<file path="config.mk">
export PLATFORM = sky130hd
export DESIGN_NAME = sp_ram_burst_ctrl
export DESIGN_NICKNAME = d
export VERILOG_FILES = /design/src/rtl/sp_ram_ctrl_pkg.sv /design/src/rtl/ram_read_skid_buffer.sv /design/src/rtl/sp_ram_burst_ctrl.sv
export SDC_FILE = /design/constraint.sdc
export NUM_CORES = 1
export LEC_CHECK = 0
export ABC_AREA = 1
export CAP_MARGIN = 0
export CORE_ASPECT_RATIO = 0.9
export CORE_MARGIN = 8
export CORE_UTILIZATION = 30
export CTS_CLUSTER_SIZE = 14
export DETAILED_ROUTE_END_ITERATION = 12
export SETUP_SLACK_MARGIN = 0.05
export SLEW_MARGIN = 20
export SYNTH_ARGS = -nofsm -noshare
export SYNTH_HDL_FRONTEND = slang
export SYNTH_SLANG_ARGS = --single-unit
</file>
<file path="constraint.sdc">
create_clock -name CLK -period 3.35 [get_ports CLK]
set_clock_uncertainty 0.2 [all_clocks]
set_input_delay 0.67 -clock CLK [delete_from_list [all_inputs] [get_ports CLK]]
set_output_delay 0.67 -clock CLK [all_outputs]
set_load 0.005 [all_outputs]
</file>
<file path="src/rtl/sp_ram_ctrl_pkg.sv">
// Shared types and constants for the single-port RAM burst controller.
package sp_ram_ctrl_pkg;

    typedef enum logic [1:0] {
        IDLE   = 2'd0,
        WRITE  = 2'd1,
        READ   = 2'd2,
        FINISH = 2'd3
    } ctrl_state_e;

    localparam int SKID_DEPTH = 2;

    // One extra bit so a full-memory burst length is representable.
    function automatic int len_width(input int addr_width);
        return addr_width + 1;
    endfunction

endpackage

</file>
<file path="src/rtl/ram_read_skid_buffer.sv">
// Two-entry FIFO that catches RAM read data so downstream backpressure
// never loses a word already in the RAM pipeline.
module ram_read_skid_buffer
    import sp_ram_ctrl_pkg::*;
#(
    parameter int DATA_WIDTH = 8
) (
    input  logic                  CLK,
    input  logic                  RST,
    input  logic                  push,
    input  logic [DATA_WIDTH-1:0] push_data,
    input  logic                  pop,
    output logic [DATA_WIDTH-1:0] head_data,
    output logic                  empty,
    output logic                  full,
    output logic [1:0]            count
);

    logic [DATA_WIDTH-1:0] mem_r [SKID_DEPTH];
    logic                  wr_ptr_r;
    logic                  rd_ptr_r;
    logic [1:0]            count_r;
    logic                  push_ok_s;
    logic                  pop_ok_s;

    assign pop_ok_s  = pop && (count_r != 2'd0);
    assign push_ok_s = push && ((count_r != 2'(SKID_DEPTH)) || pop_ok_s);

    // Storage, pointers and occupancy; storage itself needs no reset.
    always_ff @(posedge CLK) begin
        if (RST) begin
            wr_ptr_r <= 1'b0;
            rd_ptr_r <= 1'b0;
            count_r  <= 2'd0;
        end else begin
            if (push_ok_s) begin
                mem_r[wr_ptr_r] <= push_data;
                wr_ptr_r        <= ~wr_ptr_r;
            end
            if (pop_ok_s) begin
                rd_ptr_r <= ~rd_ptr_r;
            end
            count_r <= count_r + {1'b0, push_ok_s} - {1'b0, pop_ok_s};
        end
    end

    assign head_data = mem_r[rd_ptr_r];
    assign empty     = (count_r == 2'd0);
    assign full      = (count_r == 2'(SKID_DEPTH));
    assign count     = count_r;

endmodule

</file>
<file path="src/rtl/sp_ram_burst_ctrl.sv">
// Burst controller owning the single-port RAM pins: streams write bursts into
// the RAM and read bursts out through a skid buffer that hides read latency.
module sp_ram_burst_ctrl
    import sp_ram_ctrl_pkg::*;
#(
    parameter int DATA_WIDTH = 8,
    parameter int ADDR_WIDTH = 4,
    parameter int LEN_WIDTH  = len_width(ADDR_WIDTH)
) (
    input  logic                  CLK,
    input  logic                  RST,
    input  logic                  CMD_VALID,
    output logic                  CMD_READY,
    input  logic                  CMD_WRITE,
    input  logic [ADDR_WIDTH-1:0] CMD_ADDR,
    input  logic [LEN_WIDTH-1:0]  CMD_LEN,
    input  logic [DATA_WIDTH-1:0] WR_DATA,
    input  logic                  WR_VALID,
    output logic                  WR_READY,
    output logic [DATA_WIDTH-1:0] RD_DATA,
    output logic                  RD_VALID,
    input  logic                  RD_READY,
    output logic                  DONE,
    output logic [ADDR_WIDTH-1:0] RAM_ADDR,
    output logic [DATA_WIDTH-1:0] RAM_D,
    output logic                  RAM_WE,
    input  logic [DATA_WIDTH-1:0] RAM_Q
);

    ctrl_state_e           state_r;
    ctrl_state_e           state_nxt_s;
    logic [ADDR_WIDTH-1:0] ptr_r;
    logic [LEN_WIDTH-1:0]  issue_cnt_r;
    logic [LEN_WIDTH-1:0]  pop_cnt_r;
    logic                  inflight_r;
    logic                  issue_s;
    logic                  pop_s;
    logic                  wr_beat_s;
    logic                  cmd_take_s;
    logic [2:0]            pending_s;
    logic [1:0]            occ_s;
    logic                  empty_s;
    logic                  full_s;
    logic [DATA_WIDTH-1:0] head_s;

    // Handshakes and read issue; pending counts the word already inside the RAM.
    always_comb begin
        cmd_take_s = (state_r == IDLE) && CMD_VALID;
        wr_beat_s  = (state_r == WRITE) && WR_VALID;
        pop_s      = (state_r == READ) && !empty_s && RD_READY;
        pending_s  = {1'b0, occ_s} + {2'b00, inflight_r} - {2'b00, pop_s};
        issue_s    = (state_r == READ) && (issue_cnt_r != {LEN_WIDTH{1'b0}})
                     && (pending_s < 3'd2) && !(full_s && !pop_s);
    end

    // Next-state decode.
    always_comb begin
        state_nxt_s = state_r;
        case (state_r)
            IDLE: begin
                if (!CMD_VALID) begin
                    state_nxt_s = IDLE;
                end else if (CMD_LEN == {LEN_WIDTH{1'b0}}) begin
                    state_nxt_s = FINISH;
                end else if (CMD_WRITE) begin
                    state_nxt_s = WRITE;
                end else begin
                    state_nxt_s = READ;
                end
            end
            WRITE: begin
                if (wr_beat_s && (issue_cnt_r == LEN_WIDTH'(1))) begin
                    state_nxt_s = FINISH;
                end else begin
                    state_nxt_s = WRITE;
                end
            end
            READ: begin
                if (pop_s && (pop_cnt_r == LEN_WIDTH'(1))) begin
                    state_nxt_s = FINISH;
                end else begin
                    state_nxt_s = READ;
                end
            end
            FINISH:  state_nxt_s = IDLE;
            default: state_nxt_s = IDLE;
        endcase
    end

    // State, address pointer, burst counters and the read-in-flight flag.
    always_ff @(posedge CLK) begin
        if (RST) begin
            state_r     <= IDLE;
            ptr_r       <= {ADDR_WIDTH{1'b0}};
            issue_cnt_r <= {LEN_WIDTH{1'b0}};
            pop_cnt_r   <= {LEN_WIDTH{1'b0}};
            inflight_r  <= 1'b0;
        end else begin
            state_r    <= state_nxt_s;
            inflight_r <= issue_s;
            if (cmd_take_s) begin
                ptr_r       <= CMD_ADDR;
                issue_cnt_r <= CMD_LEN;
                pop_cnt_r   <= CMD_LEN;
            end else begin
                if (wr_beat_s || issue_s) begin
                    ptr_r       <= ptr_r + ADDR_WIDTH'(1);
                    issue_cnt_r <= issue_cnt_r - LEN_WIDTH'(1);
                end
                if (pop_s) begin
                    pop_cnt_r <= pop_cnt_r - LEN_WIDTH'(1);
                end
            end
        end
    end

    ram_read_skid_buffer #(
        .DATA_WIDTH(DATA_WIDTH)
    ) u_skid (
        .CLK      (CLK),
        .RST      (RST),
        .push     (inflight_r),
        .push_data(RAM_Q),
        .pop      (pop_s),
        .head_data(head_s),
        .empty    (empty_s),
        .full     (full_s),
        .count    (occ_s)
    );

    assign CMD_READY = (state_r == IDLE);
    assign WR_READY  = (state_r == WRITE);
    assign DONE      = (state_r == FINISH);
    assign RAM_WE    = wr_beat_s;
    assign RAM_ADDR  = ptr_r;
    assign RAM_D     = WR_DATA;
    assign RD_VALID  = !empty_s;
    assign RD_DATA   = empty_s ? {DATA_WIDTH{1'b0}} : head_s;

endmodule

</file>
# Yosys cells after proc, flatten, opt, wreduce, memory -nomap -nowiden
# Memories as Yosys holds them, arrays and structs flattened. A register that Yosys moved wholly into a read port is not among the register bits.
# Cells that the tools add are included.
[word_totals]
ff_bits = 21
mem_bits_rw = 16
in_bits = 31
output_inout_bits = 25
memories = 1
[classes]
add_sub_neg = 7
magnitude_cmp = 1
eq_ne = 7
muxes = 18
bitwise = 2
n_reduce_logical = 24
[memory_table]
columns = ["memory", "words", "width", "read_ports", "rd_ports_with_merged_regs", "wr", "line", "source"]
rows = [
  ["u_skid.mem_r", 2, 8, 1, 1, 1, "ram_read_skid_buffer.sv:19", "logic [DATA_WIDTH-1:0] mem_r [SKID_DEPTH];"],
]
[op_table]
columns = ["cell", "n"]
rows = [
  ["$mux W5", 4],
  ["$logic_and A1 B1 Y1", 12],
  ["$eq A5 B1 Y1 const B", 2],
  ["$sub A5 B1 Y5 const B", 2],
  ["$mux W2", 4],
  ["$mux W4", 2],
  ["$mux W8", 1],
  ["$pmux W2 S4", 1],
  ["$eq A2 B2 Y1 const B", 3],
  ["$mux W1", 6],
  ["$reduce_bool A2 Y1", 3],
  ["$logic_not A5 Y1", 1],
  ["$reduce_bool A5 Y1", 1],
  ["$add A4 B1 Y4 const B", 1],
  ["$logic_not A2 Y1", 2],
  ["$add A2 B1 Y3", 1],
  ["$logic_not A1 Y1", 3],
  ["$lt A3 B2 Y1 const B", 1],
  ["$sub A3 B1 Y3", 1],
  ["$add A2 B1 Y2", 1],
  ["$eq A2 B1 Y1 const B", 1],
  ["$logic_or A1 B1 Y1", 2],
  ["$ne A2 B2 Y1 const B", 1],
  ["$not A1 Y1", 2],
  ["$sub A2 B1 Y2", 1],
]

# Logic depth before layout (Yosys ltp)
# Gate-level depths: netlist of the first run.
[logic_depth]
ltp_word = 11
ltp_mapped = 16
ltp_nobuf = 16

# Cells and area by module
# Synthesis of the first run repeated with hierarchy kept, for this count alone.
[hier_totals]
hier_cells = 292
area_unflattened_um2 = 2235.9
[modules_own_cells]
columns = ["mod", "instances", "cells_per_inst", "area_each_um2"]
rows = [
  ["sp_ram_burst_ctrl", 1, 222, 1381.3],
  ["ram_read_skid_buffer", 1, 70, 854.6],
]

# Worst setup path before layout of the first run
# Ideal clock, no wire load.
[synth_timing]
path_kind = "flip-flop to flip-flop"
from = "register u_skid.count_r[1] (netlist: u_skid.count[1])"
to = "register ptr_r[0] (netlist: RAM_ADDR[0])"
arrival_time_ps = 2421
t_required_ps = 3035
setup_slack_ps = 614
path_stages_with_launch = 14
path_buffers = 2
period_less_slack_ps = 2736
path_cell_list = "dfxtp_1 > nor2_1 > clkbuf_1 > nor2_1 > ha_1 > inv_1 > nand2_1 > fa_1 > nand3_1 > nor2_2 > nand3_4 > buf_6 > a21oi_1 > nor2_1"
[synth_via]
elab_chain_len = 10
elab_cells_between_ends = 15
cone_classes = "add/sub: 2; order compare: 1; eq/ne: 1; reduce/logical: 11"
[synth_rtl]
columns = ["item", "line", "source"]
rows = [
  ["from (decl)", "ram_read_skid_buffer.sv:22", "logic [1:0] count_r;"],
  ["from (signal assigned)", "ram_read_skid_buffer.sv:43", "count_r <= count_r + {1'b0, push_ok_s} - {1'b0, pop_ok_s};"],
  ["$logic_not A2 Y1", "ram_read_skid_buffer.sv:48", "assign empty = (count_r == 2'd0);"],
  ["$logic_not A1 Y1", "sp_ram_burst_ctrl.sv:50", "pop_s = (state_r == READ) && !empty_s && RD_READY;"],
  ["$logic_and A1 B1 Y1 (2 in series)", "sp_ram_burst_ctrl.sv:50", ""],
  ["$sub A3 B1 Y3 / $logic_not A1 Y1 (equally long branches)", "sp_ram_burst_ctrl.sv:51, sp_ram_burst_ctrl.sv:53", ""],
  ["$lt A3 B2 Y1 / $logic_and A1 B1 Y1 (equally long branches)", "sp_ram_burst_ctrl.sv:53", "&& (pending_s < 3'd2) && !(full_s && !pop_s);"],
  ["$logic_and A1 B1 Y1 / $logic_not A1 Y1 (equally long branches)", "sp_ram_burst_ctrl.sv:53", ""],
  ["$logic_and A1 B1 Y1 (*)", "sp_ram_burst_ctrl.sv:53", ""],
  ["$logic_or A1 B1 Y1 (*)", "sp_ram_burst_ctrl.sv:106", "if (wr_beat_s || issue_s) begin"],
  ["$reduce_bool A2 Y1 (no source line) (*)", "--", ""],
  ["to (signal assigned)", "sp_ram_burst_ctrl.sv:94", "ptr_r <= {ADDR_WIDTH{1'b0}};"],
  ["to (signal assigned)", "sp_ram_burst_ctrl.sv:107", "ptr_r <= ptr_r + ADDR_WIDTH'(1);"],
  ["to (decl)", "sp_ram_burst_ctrl.sv:32", "logic [ADDR_WIDTH-1:0] ptr_r;"],
]
# Every way passes the cells marked *; elsewhere a longest branch is shown, timed or not.
# A chain may end at the register's enable or synchronous reset.

# Worst setup path in the final report of the first run
[layout_timing]
from = "input port RD_READY"
to = "register issue_cnt_r[3]"
[layout_via]
elab_chain_len = 7
elab_cells_between_ends = 10
cone_classes = "add/sub: 1; order compare: 1; reduce/logical: 8"
[layout_rtl]
columns = ["item", "line", "source"]
rows = [
  ["from (decl)", "sp_ram_burst_ctrl.sv:22", "input logic RD_READY,"],
  ["$logic_and A1 B1 Y1 (*)", "sp_ram_burst_ctrl.sv:50", ""],
  ["$sub A3 B1 Y3 / $logic_not A1 Y1 (equally long branches)", "sp_ram_burst_ctrl.sv:51, sp_ram_burst_ctrl.sv:53", ""],
  ["$lt A3 B2 Y1 / $logic_and A1 B1 Y1 (equally long branches)", "sp_ram_burst_ctrl.sv:53", ""],
  ["$logic_and A1 B1 Y1 / $logic_not A1 Y1 (equally long branches)", "sp_ram_burst_ctrl.sv:53", ""],
  ["$logic_and A1 B1 Y1 (*)", "sp_ram_burst_ctrl.sv:53", ""],
  ["$logic_or A1 B1 Y1 (*)", "sp_ram_burst_ctrl.sv:106", ""],
  ["$reduce_bool A2 Y1 (no source line) (*)", "--", ""],
  ["to (signal assigned)", "sp_ram_burst_ctrl.sv:95", "issue_cnt_r <= {LEN_WIDTH{1'b0}};"],
  ["to (signal assigned)", "sp_ram_burst_ctrl.sv:108", "issue_cnt_r <= issue_cnt_r - LEN_WIDTH'(1);"],
  ["to (decl)", "sp_ram_burst_ctrl.sv:33", "logic [LEN_WIDTH-1:0] issue_cnt_r;"],
]
# Marked as above.

==> impl_metrics.ini, run 1 <==
[global_route]
antenna_found_initial = 0
overflow = 0
grt_max_degree = 19
grt_pass1_wl_um = 7941
grtUsageTotal_pct = 9.573
first_global_vias = 1695

[sta]
slew_violations = 0
tightest_slew_ns = 0.5385
hold_viol_final = 0
setup_tns_ns = 0
setup_slack_ns = 0.4144
rsz0062_at_grt = false
max_freq_mhz = 340.6
slew_headroom_pct = 64.06
whs_ns = 0.2711
setup_viol = 0
fin_crit_ns = 2.936
period_share_pct = 87.63

[critical_path]
startpoint = RD_READY
end_kind = register
reg2reg_to = issue_cnt_r[3]$_SDFFE_PP0P_
r2r_slack_ns = 0.50
worst_setup_path_start_kind = input pin
path_class = input pin to register
reg2reg_depth = 13
required_ns = 3.34
critPathMaxFanout = 18
arrival_ns = 2.92
rr_startpoint = u_skid.count[1]$_SDFF_PP0_

[power_and_ir_drop]
p_comb_share_pct = 25.6
total_power_mw = 1.136
cellPowerDensity_nw_per_um2 = 430.8
internal_power_uw = 788.8
switchingPower_uw = 346.8
p_sw_share_pct = 30.54
clockPowerShare_pct = 26.6
p_leak_nw = 1.137
ir_drop_v = 0.0002163
power_frac_seq_pct = 47.8

[yosys]
postSynthCellCount = 277
yosysSeqAreaShare_pct = 43.24
synth_top_cell_area_share_pct = 22.56
netlist_area_um2 = 2130
yosysWarnings = 0
postSynthAreaPerCell_um2 = 7.688
syn_nets = 318
synth_most_common_cell = nand2_1
synth_top_area_cell = edfxtp_1
synth_common_cells = nand2_1, inv_1, nor2_1
synthTopCellsByArea = edfxtp_1, dfxtp_1, nand2_1
synth_ff_type = dfxtp_1
synth_edf_count = 16
synth-async-reset-ratio_pct = 0
ys_types = 29
synth_seq_cells = 38

[cells_and_area]
antenna_cells = 0
utilization_pct = 37.84
drive_gt1_share_pct = 8.013
area_growth_syn_to_layout_pct = 23.80
fin_nets = 352
design_area_um2 = 2636
finalNonFillerCells = 405

[placed_design]
pre_cts_slack_ns = 0.08241
dp_cells = 397
hpwl_um = 3464
placed_area_um2 = 2549
gp_congestion = 0.7960
numPortBuffers = 39

[clocking]
cts_sinks = 38
clk_pin_slew_ns = 0.08
cts_buffer_depth = 2
cts_buffers = 5
cts_max_level = 2
cts_setup_buffers = 0
cts_tree = built
cts-root-buf = clkbuf_8
clk_latency_ns = 0.29

[route]
vias = 1771
drc = 0
first_pass_iters = 4
drtAntennaViolNets = 0
wl_per_cell_um = 11.35
vias_per_cell = 4.373
drtIter0Drc = 97
drt_wl_total_um = 4597

[floorplanning]
dieArea_um2 = 10050
io_pins = 56
rows = 29
die_y_um = 95.93
die_w_um = 104.8
initial_utilization_pct = 30.57
core_area_um2 = 6967

[worst_hold_path]
hold_depth = 2
holdPathEnd = u_skid.wr_ptr_r$_SDFFE_PP0P_
holdCritStartpoint = u_skid.wr_ptr_r$_SDFFE_PP0P_
hp-class = register to register

[job]
maxCapViolations = 0

[outcome]
status = completed
[metal layers]
layer	share of wire [%]	global-route usage [%]	routed length, um	vias to the layer above
met5	0	0	0	-
met4	0.74	2.372	34	0
met3	7.0	3.815	322	6
met2	47	15.70	2157	36
met1	45	11.58	2083	794
li1	-	-	-	935
[critical path: stages]
cell and delay (ns):
clkdlybuf4s50_1 0.48, nand3_2 0.12, nor2_1 0.11, ha_1 0.23
inv_1 0.05, nand2_1 0.05, fa_1 0.48, nand3_1 0.09
nor2_2 0.16, nand3_4 0.20, nand2_1 0.14, nand2_1 0.06
inv_1 0.05, nor2_1 0.03
[final cells by class]
class                      instances  area (um^2)
clock buffer                       5        68.82
clock inverter                     3        16.27
fill                             726         4330
inverter                          43        161.4
multi-input combinational        181        939.7
sequential                        38        920.9
tap                               93        116.4
timing repair buffer              42        412.9
[flip-flops by register name, indices dropped and copies added, names as in the netlist, named ones only]
register / flops
u_skid.count: 2
RAM_ADDR: 4
pop_cnt_r: 5
u_skid.mem_r: 16
u_skid.wr_ptr_r: 1
inflight_r: 1
state_r: 2
u_skid.rd_ptr_r: 1
issue_cnt_r: 5
[layout by cell type (no fill, tap or decap)]
cell,instances
a21oi_1,21
a31oi_1,4
buf_4,3
clkbuf_8,5
clkdlybuf4s50_1,39
clkinv_1,1
clkinv_2,1
clkinvlp_4,1
dfxtp_1,22
edfxtp_1,16
fa_1,1
ha_1,9
inv_1,40
inv_2,3
nand2_1,75
nand2_4,1
nand3_1,18
nand3_2,3
nand3_4,1
nand3b_1,1
nand4_1,4
nor2_1,26
nor2_2,4
nor2_4,1
nor3_1,1
o21ai_0,2
o21ai_1,3
o21ai_2,1
or2_2,1
xnor2_1,2
xor2_1,2
[cell families after synthesis]
logic type	after synthesis	share of synthesized area [%]
simple gates	136	28.44
buf+inv	58	12.75
flops	38	43.24
compound gates	31	7.696
fa+ha+maj	10	6.228
xor+xnor	4	1.645
[what timing repair did]
action                     in CTS  in global routing
setup endpoints to repair       0                  8
gates resized for setup         0                  1
hold buffers                    0                  0
[how the worst max path moves through the flow]
stage	end	depth (start not counted)	slack [ns]
2_1_floorplan	RAM_ADDR[0]$_SDFFE_PP0P_	13	0.61
3_3_place_gp	issue_cnt_r[4]$_SDFFE_PP0P_	14	0.13
3_5_place_dp	issue_cnt_r[3]$_SDFFE_PP0P_	14	0.08
4_1_cts	issue_cnt_r[3]$_SDFFE_PP0P_	13	0.23
5_1_grt	issue_cnt_r[4]$_SDFFE_PP0P_	14	0.23
6_report	issue_cnt_r[3]$_SDFFE_PP0P_	14	0.41
[power by group through the flow]
stage / clock (mW) / combinational, mW / sequential (mW)
3_5_place_dp: 0 / 0.291 / 0.552
4_1_cts: 0.316 / 0.292 / 0.542
3_3_place_gp: 0 / 0.288 / 0.552
2_1_floorplan: 0 / 0.207 / 0.546
6_report: 0.303 / 0.290 / 0.543
5_1_grt: 0.336 / 0.333 / 0.548
Note: power is estimated with default switching activity, not from simulation.
==> inputs of run 2 (changes only) <==
--- a/config.mk
+++ b/config.mk
@@ -10,6 +10,7 @@
 export CORE_ASPECT_RATIO = 0.9
 export CORE_MARGIN = 8
 export CORE_UTILIZATION = 30
+export CTS_BUF_LIST = sky130_fd_sc_hd__clkbuf_4 sky130_fd_sc_hd__clkbuf_8
 export CTS_CLUSTER_SIZE = 14
 export DETAILED_ROUTE_END_ITERATION = 12
 export SETUP_SLACK_MARGIN = 0.05
==> results of run 2 <==
Final layout, timing and power as in run 1 (identical DEF).
